`config.mk`:
```
export PLATFORM = sky130hd
export DESIGN_NAME = receiver
export DESIGN_NICKNAME = d
export VERILOG_FILES = /design/src/rtl/receiver.sv
export SDC_FILE = /design/constraint.sdc
export NUM_CORES = 1
export LEC_CHECK = 0
export ABC_CLOCK_PERIOD_IN_PS = 4550
export BUFFER_PORTS_ARGS = -buffer_cell sky130_fd_sc_hd__buf_2
export CAP_MARGIN = 20
export CORE_MARGIN = 1.5
export CORE_UTILIZATION = 58
export DETAILED_ROUTE_END_ITERATION = 8
export PLACE_DENSITY = 0.95
export RECOVER_POWER = 50
export SLEW_MARGIN = 0
export SYNTH_ARGS = -nofsm -noshare
export SYNTH_HDL_FRONTEND = slang
export SYNTH_SLANG_ARGS = --single-unit
```
`constraint.sdc`:
```
create_clock -name clk -period 4.55 [get_ports clk]
set_input_delay 0.2275 -clock clk [delete_from_list [all_inputs] [get_ports clk]]
set_output_delay 0.2275 -clock clk [all_outputs]
set_load 0.05 [all_outputs]
```
`src/rtl/receiver.sv`:
```
// Audio frame receiver: holds one Ethernet frame of interleaved PCM
// and plays one sample slot (all channels) per PCM-rate strobe.
module receiver #(
  parameter int CHANNELS       = 8,
  parameter int MAX_FRAME_SIZE = 1024,
  parameter int NSAMPLES       = (MAX_FRAME_SIZE-14)/(CHANNELS*2)
) (
  input  logic                              clk,
  input  logic                              rst,
  input  logic                              rx_done_stb,
  input  logic [10:0]                       rx_len,
  output logic                              rx_buf_busy,
  output logic                              bram_rd_en,
  output logic [$clog2(MAX_FRAME_SIZE)-1:0] bram_rd_addr,
  input  logic [7:0]                        bram_rd_data,
  input  logic                              au_stb_pcm,
  output logic                              pcm_stb,
  output logic [$clog2(CHANNELS)-1:0]       pcm_chan,
  output logic [15:0]                       pcm_data,
  output logic [15:0]                       underrun_cnt,
  output logic [15:0]                       drop_cnt
);

  localparam int FRAME_LEN = 14 + NSAMPLES*CHANNELS*2;
  localparam int AW = $clog2(MAX_FRAME_SIZE);
  localparam int CW = $clog2(CHANNELS);
  localparam int SW = $clog2(NSAMPLES+1);

  typedef enum logic [2:0] {
    S_IDLE, S_READY, S_RD_LO, S_RD_HI, S_EMIT
  } state_t;

  state_t         r_state;
  state_t         w_next;
  logic           r_busy;
  logic           r_under;
  logic [AW-1:0]  r_ptr;
  logic [SW-1:0]  r_slot;
  logic [CW-1:0]  r_chan;
  logic [7:0]     r_lo;
  logic           r_pcm_stb;
  logic [CW-1:0]  r_pcm_chan;
  logic [15:0]    r_pcm_data;
  logic [15:0]    r_under_cnt;
  logic [15:0]    r_drop_cnt;
  logic           w_accept;
  logic           w_reject;
  logic           w_start;
  logic           w_last_ch;
  logic           w_frame_end;
  logic           w_rd_en;
  logic [AW-1:0]  w_rd_addr;

  assign w_accept = rx_done_stb && !r_busy &&
                    (rx_len == 11'(FRAME_LEN));
  assign w_reject = rx_done_stb && !w_accept;
  assign w_start  = au_stb_pcm &&
                    (r_state == S_IDLE || r_state == S_READY);
  assign w_last_ch   = (r_chan == CW'(CHANNELS-1));
  assign w_frame_end = w_last_ch && !r_under &&
                       (r_slot == SW'(NSAMPLES-1));

  // State register
  always_ff @(posedge clk) begin
    if (rst) r_state <= S_IDLE;
    else     r_state <= w_next;
  end

  // Next-state: 3 cycles per channel, back to READY/IDLE after the last
  always_comb begin
    w_next = r_state;
    unique case (r_state)
      S_IDLE:  if (au_stb_pcm) w_next = S_RD_LO;
               else if (w_accept) w_next = S_READY;
      S_READY: if (au_stb_pcm) w_next = S_RD_LO;
      S_RD_LO: w_next = S_RD_HI;
      S_RD_HI: w_next = S_EMIT;
      S_EMIT: begin
        if (!w_last_ch)       w_next = S_RD_LO;
        else if (w_frame_end) w_next = S_IDLE;
        else if (!r_under)    w_next = S_READY;
        else if (r_busy || w_accept) w_next = S_READY;
        else                  w_next = S_IDLE;
      end
      default: w_next = S_IDLE;
    endcase
  end

  // Outputs: BRAM reads only during a real (non-underrun) burst
  always_comb begin
    w_rd_en   = 1'b0;
    w_rd_addr = r_ptr;
    unique case (1'b1)
      (r_state == S_RD_LO): w_rd_en = !r_under;
      (r_state == S_RD_HI): begin
        w_rd_en   = !r_under;
        w_rd_addr = r_ptr + AW'(1);
      end
      default: ;
    endcase
  end

  // Frame hold flag; released one cycle after the frame's final emit
  always_ff @(posedge clk) begin
    if (rst)                   r_busy <= 1'b0;
    else if (w_accept)         r_busy <= 1'b1;
    else if (r_state == S_IDLE) r_busy <= 1'b0;
  end

  // Read pointer, slot and channel counters
  always_ff @(posedge clk) begin
    if (rst) begin
      r_ptr   <= AW'(14);
      r_slot  <= '0;
      r_chan  <= '0;
      r_under <= 1'b0;
    end else begin
      if (w_start) begin
        r_chan  <= '0;
        r_under <= (r_state == S_IDLE);
      end else if (r_state == S_EMIT) begin
        r_chan <= w_last_ch ? '0 : r_chan + CW'(1);
      end
      if (w_accept) begin
        r_ptr  <= AW'(14);
        r_slot <= '0;
      end else if (r_state == S_EMIT && !r_under) begin
        if (w_frame_end) begin
          r_ptr  <= AW'(14);
          r_slot <= '0;
        end else begin
          r_ptr <= r_ptr + AW'(2);
          if (w_last_ch) r_slot <= r_slot + SW'(1);
        end
      end
    end
  end

  // Sample assembly: low byte then high byte, little-endian
  always_ff @(posedge clk) begin
    if (rst) begin
      r_lo       <= '0;
      r_pcm_stb  <= 1'b0;
      r_pcm_chan <= '0;
      r_pcm_data <= '0;
    end else begin
      r_pcm_stb <= (r_state == S_EMIT);
      if (r_state == S_RD_HI) r_lo <= bram_rd_data;
      if (r_state == S_EMIT) begin
        r_pcm_chan <= r_chan;
        r_pcm_data <= r_under ? 16'h0000 : {bram_rd_data, r_lo};
      end
    end
  end

  // Saturating underrun and drop counters
  always_ff @(posedge clk) begin
    if (rst) begin
      r_under_cnt <= '0;
      r_drop_cnt  <= '0;
    end else begin
      if (w_start && r_state == S_IDLE && r_under_cnt != 16'hFFFF)
        r_under_cnt <= r_under_cnt + 16'd1;
      if (w_reject && r_drop_cnt != 16'hFFFF)
        r_drop_cnt <= r_drop_cnt + 16'd1;
    end
  end

  assign rx_buf_busy  = r_busy;
  assign bram_rd_en   = w_rd_en;
  assign bram_rd_addr = w_rd_addr;
  assign pcm_stb      = r_pcm_stb;
  assign pcm_chan     = r_pcm_chan;
  assign pcm_data     = r_pcm_data;
  assign underrun_cnt = r_under_cnt;
  assign drop_cnt     = r_drop_cnt;

endmodule
```
* Yosys cells after proc, flatten, opt, wreduce, memory -nomap -nowiden
Index checks and enable logic that the tools add are counted.
** Word-level totals
- Output and inout bits :: 64
- Word-level logic and storage cells :: 69
- Flip-flop bits (word level) :: 84
- Bits of input ports :: 23
** Operators by class
- Muxes and demuxes :: 17
- Equal/unequal tests :: 11
- Add/subtract/negate cells :: 6
- Reductions and logical operators :: 23
** Operators with widths (count)
- 16-bit by 1-bit adder with 16-bit output (second input constant) :: 2
- 16-bit != test (second input constant) :: 2
- 10-bit two-way mux :: 2
- 16-bit two-way mux :: 1
- 3-bit one-hot mux with 5 select lines :: 1
- 3-bit two-way mux :: 4
- 6-bit two-way mux :: 2
- 11-bit by 10-bit equality test with 1-bit output (second input constant) :: 1
- 10-bit by 1-bit adder with 10-bit output (second input constant) :: 1
- 10-bit by 2-bit adder with 10-bit output (second input constant) :: 1
- 1-bit logical AND :: 10
- 6-bit by 1-bit adder with 6-bit output (second input constant) :: 1
- 3-bit by 2-bit equality test with 1-bit output (second input constant) :: 2
- 3-bit equality test (second input constant) :: 2
- 6-bit equality test (second input constant) :: 1
- 1-bit two-way mux :: 6
- 2-bit OR reduction :: 3
- 2-bit AND reduction :: 2
- 2-bit nonzero test :: 2
- 3-bit by 1-bit adder with 3-bit output (second input constant) :: 1
- 3-bit by 1-bit equality test with 1-bit output (second input constant) :: 1
- 1-bit zero test :: 3
- 3-bit zero test :: 1
- 3-bit != test (second input constant) :: 1
- 3 further kinds :: 4

* Depth between registers and ports, before layout
Gate-level depths: netlist (run 1).
- Word-level depth :: 9
- Gate-level depth with buffers :: 7
- Mapped depth without buffers :: 7

* Worst setup path after synthesis (run 1)
Ideal clock, no wire load.
- Kind :: reg2reg
- From :: register r_drop_cnt[9], in the netlist drop_cnt[9]
- To :: register r_drop_cnt[7], in the netlist drop_cnt[7]
- Period minus slack after synthesis :: 2.170 ns
- Library setup time :: 0.115 ns
- Required time :: 4.435 ns
- Buffers on the path :: 2
- Stages on the path, launching flop included :: 8
- Data arrival time :: 2.055 ns
- Setup slack :: 2.380 ns
- Path through :: dfxtp_1 > nand4_2 > or3_1 > buf_6 > o21ai_4 > buf_4 > nor4_1 > o21ba_1
** On the way
- Cells in the longest elaborated chain, start to end :: 2
** RTL lines
- start, declared :: line 45 : logic [15:0] r_drop_cnt;
- start signal, assigned :: line 165 : r_drop_cnt <= r_drop_cnt + 16'd1;
- 16-bit != test :: line 164 : if (w_reject && r_drop_cnt != 16'hFFFF)
- 1-bit logical AND :: line 164
No other way between the ends.
A chain may end at the register's enable or synchronous reset.

* Worst setup path in the final report (run 1)
- From :: register r_state[2]
- To :: output port bram_rd_addr[0]
** On the way
- Cells in the longest elaborated chain, start to end :: 2
** RTL lines
- start, declared :: line 33 : state_t r_state;
- start signal, assigned :: line 66 : else r_state <= w_next;
- 3-bit by 2-bit equality test with 1-bit output :: line 95 : (r_state == S_RD_HI): begin
- 10-bit two-way mux :: line 93 : unique case (1'b1)
- end, declared :: line 14 : output logic [$clog2(MAX_FRAME_SIZE)-1:0] bram_rd_addr,
No other way between the ends.

==> metrics.md, run 1 <==
| Metric | Value |
|---|---|
| Total length of routed wires | a little under 9 mm |
| Min-Delay Startpoint | rst |
| Pins over their slew limit | 0 |
| Setup CP Type | reg -> out |
| Total power density per cell area | ~330 nW/µm² |
| R2R cell count | 3 |
| Number of enable flip-flop cells after synthesis | 0 |
| Worst setup timing slack at the placement stage | around 2.3 ns |
| FF-to-FF End | r_ptr[8] |
| Total power | about 1.4 mW |
| Post-CTS repair timing setup buffer count | 0 |
| Summed instance area of the synthesized netlist | just under 4000 µm² |
| Top area cells in the synthesized netlist | dfxtp_1 43%, nor2_1 6.1%, a21oi_1 5.2% |
| Total leakage power | about 1.7 nW |
| Iteration-0 DRC Markers | roughly 230 |
| Synth Area per Inst | 8.51 µm² |
| Register bit count reported by yosys | a little over 80 |
| Placeable core region | approximately 6400 µm² |
| Final critical path time including I/O delays and setup | 2.36 ns |
| Final Skew | 0.00465 ns |
| Final number of setup-violating endpoints | 0 |
| Number of maximum-capacitance constraint violations | 0 |
| Number of buffers inserted by port buffering | 86 |
| Post-synthesis async set-or-reset flop share | 0% |
| Worst Hold Path Cells | 3 |
| Most instantiated flip-flop cell in the synthesis netlist | dfxtp_1 |
| Post-synth top area cell | dfxtp_1 |
| Die Outline Area | just over 7000 µm² |
| Root buffer selected by CTS | clkbuf_8 |
| Type of the worst min-delay path | in -> reg |
| Antenna violations before repair | 0 |
| Count of nets left with antenna violations after detail routing | 0 |
| Antenna cell count | 0 |
| Number of distinct library cells after synthesis | 58 |
| Critical Path End Type | output pin |
| Clock tree from TritonCTS | yes |
| Non-Filler Instances | ~600 |
| Transition time at the pin with the least slew margin | about 0.99 ns |
| Kind of start point of the critical path | flop |
| Vert. Die Dim | approximately 84 µm |
| Hold-fix buffers at CTS | 0 |
| Post-Synthesis Net Count | ~480 |
| Die width | between 80 and 90 µm |
| Setup slack of the critical path after layout | 2.19 ns |
| Unrepaired setup endpoints after global routing | false |
| Overflow left after global routing | 0 |
| Arrival time of the worst setup path | between 2 and 2.5 ns |
| Count of boundary I/O pins | 87 |
| First-pass detailed-route iteration total | 5 |
| Fmax achieved | 0.424 GHz |
| Overall fraction of global-route tracks in use | between 20% and 30% |
| Ratio of cells with drive above 1 in the final layout | about a tenth |
| Maximum vdd ir drop | approximately 0.30 mV |
| Detail Placement HPWL | approximately 6 mm |
| Via density | slightly below 6 |
| Max-slew headroom at the worst pin | between 30% and 40% |
| Critical-path maximum fanout | 14 |
| Status | finished clean |
| Wire length of the first global-routing pass | around 14 mm |
| Worst hold endpoint | r_ptr[1] |
| DR vias | between 3000 and 4000 |
| Setup TNS Final | 0 ns |
| Area Growth Syn to Fin | 13.0% |
| CP Data Required Time | 4.32 ns |
| Total Nets Final | 552 |
| Proportion of netlist area held by the largest area contributor | between 40% and 50% |
| R2r setup slk | ~2.3 ns |
| Clock transition at path regs | roughly 0.080 ns |
| Largest net degree at the start of global routing | 74 |
| Clock sink total | 83 |
| Number of global-route vias before repair | 3174 |
| Total placed cells including tap cells | between 500 and 600 |
| Worst-skew pair later-pin latency | 0.35 ns |
| Number of hold-slack violations in the final timing report | 0 |
| Crit share post-route | 51.9% |
| Placer congestion estimate | between 0.9 and 1 |
| Post-Synthesis Cells | 452 |
| Initial cell density of the core | between 60 and 70% |
| Average wire per cell in the routed design | between 10 and 15 µm |
| Number of clock buffers inserted by TritonCTS | 9 |
| Share of the yosys chip area belonging to registers | between 40% and 50% |
| H-tree levels | 3 |
| Buffer levels on the longest clock path | 2 |
| Post-cts resize count | 0 |
| Number of warnings printed during yosys synthesis | 0 |
| Site Rows | 29 |
| Fillcell total | around 520 |
| Final routed DRC violation total | 0 |
| Worst reg2reg path startpoint | r_state[2] |
state kept, by name, indices dropped and copies added (netlist names):
name and flops:
r_lo 8, rx_buf_busy 1, r_slot 6, pcm_chan 3, r_state 3, r_ptr 9, pcm_stb 1, r_under 1
pcm_data 16, r_chan 3, underrun_cnt 16, drop_cnt 16
cell usage in the layout, fill, tap and decap left out, types with 2 or more instances in the layout:
master / synthesis / layout
bufinv_16: 0 / 2
nor2b_1: 7 / 7
inv_1: 7 / 7
clkinv_2: 0 / 2
a31oi_1: 3 / 3
buf_2: 1 / 24
nand2_1: 51 / 51
mux2i_1: 2 / 2
dfxtp_1: 83 / 83
o31ai_1: 2 / 2
or4_1: 5 / 5
xnor2_1: 9 / 9
buf_4: 9 / 2
and4_1: 3 / 3
nand4_1: 16 / 17
clkbuf_8: 0 / 9
o22ai_1: 2 / 2
nor4_1: 3 / 4
o21ai_0: 5 / 5
ha_1: 7 / 7
nor4b_2: 2 / 2
nand3_1: 9 / 9
and3_1: 22 / 22
o21ai_1: 4 / 4
o211ai_1: 8 / 8
and3b_1: 2 / 2
clkbuf_1: 16 / 63
mux2_1: 2 / 2
or3_1: 2 / 2
xor2_1: 21 / 21
and2_1: 2 / 2
nor2_1: 63 / 63
nor3_1: 13 / 13
a21oi_1: 40 / 40
nand4b_1: 3 / 3
how the worst max path moves through the flow:
| stage | startpoint | to | slack [ns] | cells after the start |
|---|---|---|---|---|
| finish | r_state[2] | bram_rd_addr[0] | 2.19 | 4 |
| global route | r_state[2] | bram_rd_addr[0] | 1.95 | 4 |
| CTS | r_state[2] | bram_rd_addr[0] | 2.20 | 4 |
| detailed placement | r_state[2] | r_slot[4] | 2.25 | 3 |
| global placement | r_state[2] | r_ptr[9] | 2.37 | 5 |
| floorplan | drop_cnt[9] | drop_cnt[7] | 2.38 | 7 |
synthesized netlist by cell type (all sizes together), types with 2 or more instances:
| cell | n |
|---|---|
| mux2 | 3 |
| inv | 7 |
| nor2 | 63 |
| nor4b | 2 |
| dfxtp | 83 |
| xor2 | 21 |
| o211ai | 8 |
| nor3 | 14 |
| and4 | 3 |
| nand4b | 3 |
| or4 | 5 |
| or3 | 2 |
| ha | 7 |
| nand4 | 17 |
| nor2b | 7 |
| or4b | 2 |
| xnor2 | 9 |
| a21oi | 40 |
| and3 | 22 |
| a31oi | 3 |
| mux2i | 2 |
| buf | 13 |
| and2 | 2 |
| and3b | 2 |
| o22ai | 2 |
| clkbuf | 16 |
| o21ai | 10 |
| nand3 | 9 |
| nand2 | 51 |
| o31ai | 2 |
| nor4 | 6 |
worst max-delay path: stages, from the launching register on:
cell	delay, ns
dfxtp_1	0.57
inv_1	0.21
nand3_1	0.37
clkinv_1	0.33
buf_2	0.30
cell families (layout without fill, tap and decap cells):
logic type / after synthesis / after routing / synth area share, %
DFF: 83 / 83 / 43.2
buffers and inverters: 37 / 111 / 4.91
xor gates and xnor gates: 30 / 30 / 6.83
and+or+nand+nor: 213 / 213 / 29.1
adders and majority gates: 7 / 7 / 2.28
AOI/OAI and AO/OA: 77 / 77 / 12.4
muxes: 5 / 5 / 1.40
through the flow:
stage          utilization (%)  hold WS (ns)  instance area (µm²)
2_1_floorplan                -         0.363                 3850
3_3_place_gp              66.3         0.442                 4230
3_5_place_dp              66.3         0.446                 4230
4_1_cts                   69.5         0.109                 4440
5_1_grt                   68.1         0.122                 4350
6_report                  68.1         0.113                 4350
layout make-up:
class | count | area, µm² | share of cell area (%)
multi-input cells | 332 | 1990 | 45.7
flip-flops and latches | 83 | 1660 | 38.2
repair buffers | 88 | 368 | 8.46
clock buffers | 10 | 128 | 2.94
well taps | 77 | 96.3 | 2.22
clock inverters | 5 | 78.8 | 1.81
inverters | 8 | 30.0 | 0.691
power by group:
| group | switching [mW] | total [mW] | leakage [nW] | internal (mW) |
|---|---|---|---|---|
| Sequential | 0.0161 | 0.752 | 0.670 | 0.736 |
| Combinational | 0.0755 | 0.110 | 0.876 | 0.0347 |
| Clock | 0.262 | 0.567 | 0.106 | 0.306 |
layer usage:
| metal | track usage (%) | wire, µm | part of all wire, % | up-vias |
|---|---|---|---|---|
| met5 | 0 | 0 | 0 | - |
| met4 | 8.94 | 198 | 2.3 | 0 |
| met3 | 6.69 | 473 | 5.4 | 18 |
| met2 | 41.9 | 4280 | 49 | 105 |
| met1 | 30.3 | 3750 | 43 | 1645 |
| li1 | - | - | - | 1723 |
(Power assumes the default switching activity.)
==> inputs of run 2 (changes only) <==
Settings changed: ABC_AREA set to 1, ABC_CLOCK_PERIOD_IN_PS 4550 to 2000, CORE_UTILIZATION 58 to 50, PLACE_DENSITY 0.95 to 0.87.
Clock period 4.55 ns to 2 ns, I/O delays scaled along.
==> run 2 against run 1 <==
Effect of this change: via count is 16% higher; routed wire length grew 10%; cell count rose by 31%; clock skew rose by 0.0071 ns; sequential cell count is the same; highest routed layer unchanged.
==> metrics.md, run 2 <==
| Metric | Value |
|---|---|
| Top area cells in the synthesized netlist | dfxtp_1 40%, nand2_1 16%, a21oi_1 6.6% |
| Critical path cell sequence | ha_1, nand3_2, inv_2, nand2_2, inv_2, nand3_2, nand2_4, inv_2, nand2_1, a21oi_1 |
| Antenna violations before repair | 0 (unchanged) |
| First-pass detailed-route iteration total | 5 (unchanged) |
| Kind of start point of the critical path | flop |
| Pins over their slew limit | 0 (unchanged) |
| Total leakage power | 1.85 nW (+12%) |
| Number of warnings printed during yosys synthesis | 0 (unchanged) |
| Cell repeated most along the worst path | inv_2 |
| Number of distinct library cells after synthesis | 35 (-40%) |
| Summed instance area of the synthesized netlist | 4200 µm² (+9.0%) |
| Overall fraction of global-route tracks in use | 22.4% (-2.3 points) |
| Type of the worst min-delay path | in -> reg |
| Most instantiated flip-flop cell in the synthesis netlist | dfxtp_1 |
| Status | finished clean |
| DR vias | 4067 (+16%) |
| Via density | 5.15 (-11%) |
| R2R cell count | 10 (+7) |
| Highest metal layer used by the detailed router | met4 |
| Buffers plus inverters on the worst setup path | 3 (unchanged) |
| Most common library cell in the layout ignoring fill and taps | nand2_1 |
| Overflow left after global routing | 0 (unchanged) |
| Number of hold-slack violations in the final timing report | 0 (unchanged) |
| Worst-skew pair later-pin latency | 0.34 ns (about the same) |
| Number of enable flip-flop cells after synthesis | 0 (unchanged) |
| Buffer levels on the longest clock path | 2 (unchanged) |
| Post-CTS repair timing setup buffer count | 0 (unchanged) |
| Worst Hold Path Cells | 3 (unchanged) |
| Die Outline Area | 8950 µm² (+25%) |
| Logic depth of the worst setup path including buffers | 10 (+6) |
| Site Rows | 33 (+14%) |
| Arrival time of the worst setup path | 1.98 ns (-0.15 ns) |
| Largest net degree at the start of global routing | 49 (-34%) |
| Summed area of non-filler cells in the final layout | 4830 µm² (+11%) |
| Fmax achieved | 0.562 GHz |
| Number of maximum-capacitance constraint violations | 0 (unchanged) |
| Commonest cells after routing, fill and taps aside | 176 x nand2_1, 83 x dfxtp_1, 60 x clkbuf_1 |
| CP Data Required Time | 2.20 ns (-2.12 ns) |
| Clock sink total | 83 (unchanged) |
| Antenna cell count | 0 (unchanged) |
| Commonest cells post-synth | 175 x nand2_1, 83 x dfxtp_1, 57 x nor2_1 |
| Post-Synthesis Net Count | 624 (+29%) |
| Placed cell area | 4640 µm² (+9.6%) |
| Footprint of the flip-flops and latches | 1660 µm² (unchanged) |
| Placeable core region | 8180 µm² (+28%) |
| Area of the multi-input gates | 2120 µm² (+6.6%) |
| Worst-path cell with the longest stage delay | dfxtp_1 |
| Initial cell density of the core | 51.3% (-8.9 points) |
| Longest individual stage delay on the worst path | 0.43 ns (-0.14 ns) |
| Unrepaired setup endpoints after global routing | false |
| Critical Path End Type | flop |
| Root buffer selected by CTS | clkbuf_8 |
| Setup CP Type | reg -> reg |
| Max-slew headroom at the worst pin | 58.3% (+25 points) |
| Share of the yosys chip area belonging to registers | 39.6% (-3.6 points) |
| Post-synthesis async set-or-reset flop share | 0% (unchanged) |
| Total length of routed wires | 9.62 mm (+10%) |
| Register bit count reported by yosys | 83 (unchanged) |
| Ratio of cells with drive above 1 in the final layout | 12.6% (+3.3 points) |
| Proportion of netlist area held by the largest area contributor | 39.6% (-3.6 points) |
| Number of buffers inserted by port buffering | 86 (unchanged) |
| Met2 wire length | 4.64 mm (+8.2%) |
| Metal3 WL | 487 µm (+3.0%) |
| Leading cell type by number of instances after synthesis | nand2_1 |
| Placer congestion estimate | 0.933 (+3.1%) |
| Fillcell total | 774 (+49%) |
| Average wire per cell in the routed design | 12.2 µm (-16%) |
| Number of clock buffers inserted by TritonCTS | 9 (unchanged) |
| Count of boundary I/O pins | 87 (unchanged) |
| Critical-path maximum fanout | 16 (+2) |
| H-tree levels | 3 (unchanged) |
| Post-synth top area cell | dfxtp_1 |
| Top Family by Delay on Critical Path | simple AND/OR/NAND/NOR gates |
| Area Growth Syn to Fin | 15.0% |
| Count of nets left with antenna violations after detail routing | 0 (unchanged) |
| Clock tree from TritonCTS | yes |
| Post-Synthesis Cells | 594 (+31%) |
| Iteration-0 DRC Markers | 142 (-39%) |
| Clock transition at path regs | 0.08 ns (about the same) |
| Transition time at the pin with the least slew margin | 0.628 ns (-0.363 ns) |
| Setup TNS Final | 0 ns (unchanged) |
| Metal-1 WL | 4.36 mm (+16%) |
| Vert. Die Dim | 94.6 µm (+12%) |
| Final Skew | 0.0118 ns (+0.00712 ns) |
| Final routed DRC violation total | 0 (unchanged) |
| Wire length of the first global-routing pass | 16.2 mm (+13%) |
| Maximum vdd ir drop | 0.455 mV (+50%) |
| Crit share post-route | about 89% |
| Total Nets Final | 709 (+28%) |
| Number of global-route vias before repair | 3769 (+19%) |
| Synth Area per Inst | 7.06 µm² (-17%) |
| Final critical path time including I/O delays and setup | 1.78 ns |
| Post-cts resize count | 0 (unchanged) |
| Total power density per cell area | 700 nW/µm² (+110%) |
| Die width | 94.6 µm (+12%) |
| Detail Placement HPWL | 6.84 mm (+12%) |
| Final number of setup-violating endpoints | 0 (unchanged) |
-- run 2: cell types whose count changed after synthesis, moves of 9 or more --
| cell | before | now |
|---|---|---|
| a21oi_1 | 40 | 55 |
| and3_1 | 22 | 1 |
| inv_1 | 7 | 53 |
| nand2_1 | 51 | 175 |
| nand3_1 | 9 | 28 |
| o21ai_0 | 5 | 23 |
| xor2_1 | 21 | 12 |
-- run 2: area by class of cell --
| cell class | instances | share of cell area (%) |
|---|---|---|
| Clock inverter | 6 | 1.84 |
| Sequential cell | 83 | 34.4 |
| Timing Repair Buffer | 99 | 9.77 |
| Inverter | 61 | 4.74 |
| Clock buffer | 10 | 2.64 |
| Multi-Input combinational cell | 425 | 43.8 |
| Tap cell | 105 | 2.72 |
-- run 2: worst register-to-register path: cells and delay by family, from the launching register on --
kind,cells,cell delay [ns]
AOI/OAI and AO/OA,1,0.07
adders and majority gates,1,0.25
buffers and inverters,3,0.33
DFF,1,0.43
and+or+nand+nor,5,0.55
-- run 2: routing by layer --
metal	GRT usage (%)	up-vias
li1	-	2058
met1	27.2	1865
met2	38.9	128
met3	4.19	16
met4	8.83	0
met5	0	-
-- run 2: repair_timing --
action | CTS | global route
setup endpoints to repair | 0 | 0
endpoints found under the hold margin | 8 | 0
hold buffers | 7 | 0
-- run 2: worst paths after layout --
path,startpoint,end,slack [ns]
setup / recovery,underrun_cnt[0],underrun_cnt[13],0.22
hold / removal,bram_rd_data[6],r_lo[6],0.03
setup reg to reg,underrun_cnt[0],underrun_cnt[13],0.22
hold reg to reg,r_slot[4],r_slot[4],0.45
-- run 2: power by group --
| part | leakage [nW] | internal, mW | switching, mW |
|---|---|---|---|
| Combinational | 1.08 | 0.0978 | 0.251 |
| Sequential | 0.670 | 1.69 | 0.0336 |
| Clock | 0.103 | 0.706 | 0.605 |
-- run 2: kinds of logic (layout without fill, tap and decap cells) --
group	count (synthesis)	after routing	synth area share [%]
AND/OR/NAND/NOR	306	306	32.6
AO/OA/AOI/OAI	89	89	11.4
buffers and inverters	86	176	9.45
flip-flops	83	83	39.6
XOR/XNOR	23	23	4.80
adder cells (fa/ha/maj)	7	7	2.09
-- run 2: per-stage QoR --
step	utilization (%)	cells	setup WS, ns	hold WS (ns)	total power, mW
floorplan	-	594	0.0971	0.227	2.02
finish	59.0	789	0.220	0.0339	3.38
detailed placement	56.7	766	0.267	0.353	2.10
global placement	56.7	766	0.361	0.356	2.09
CTS	60.2	789	0.249	0.00480	3.42
global route	59.0	789	0.0562	0.0303	3.52
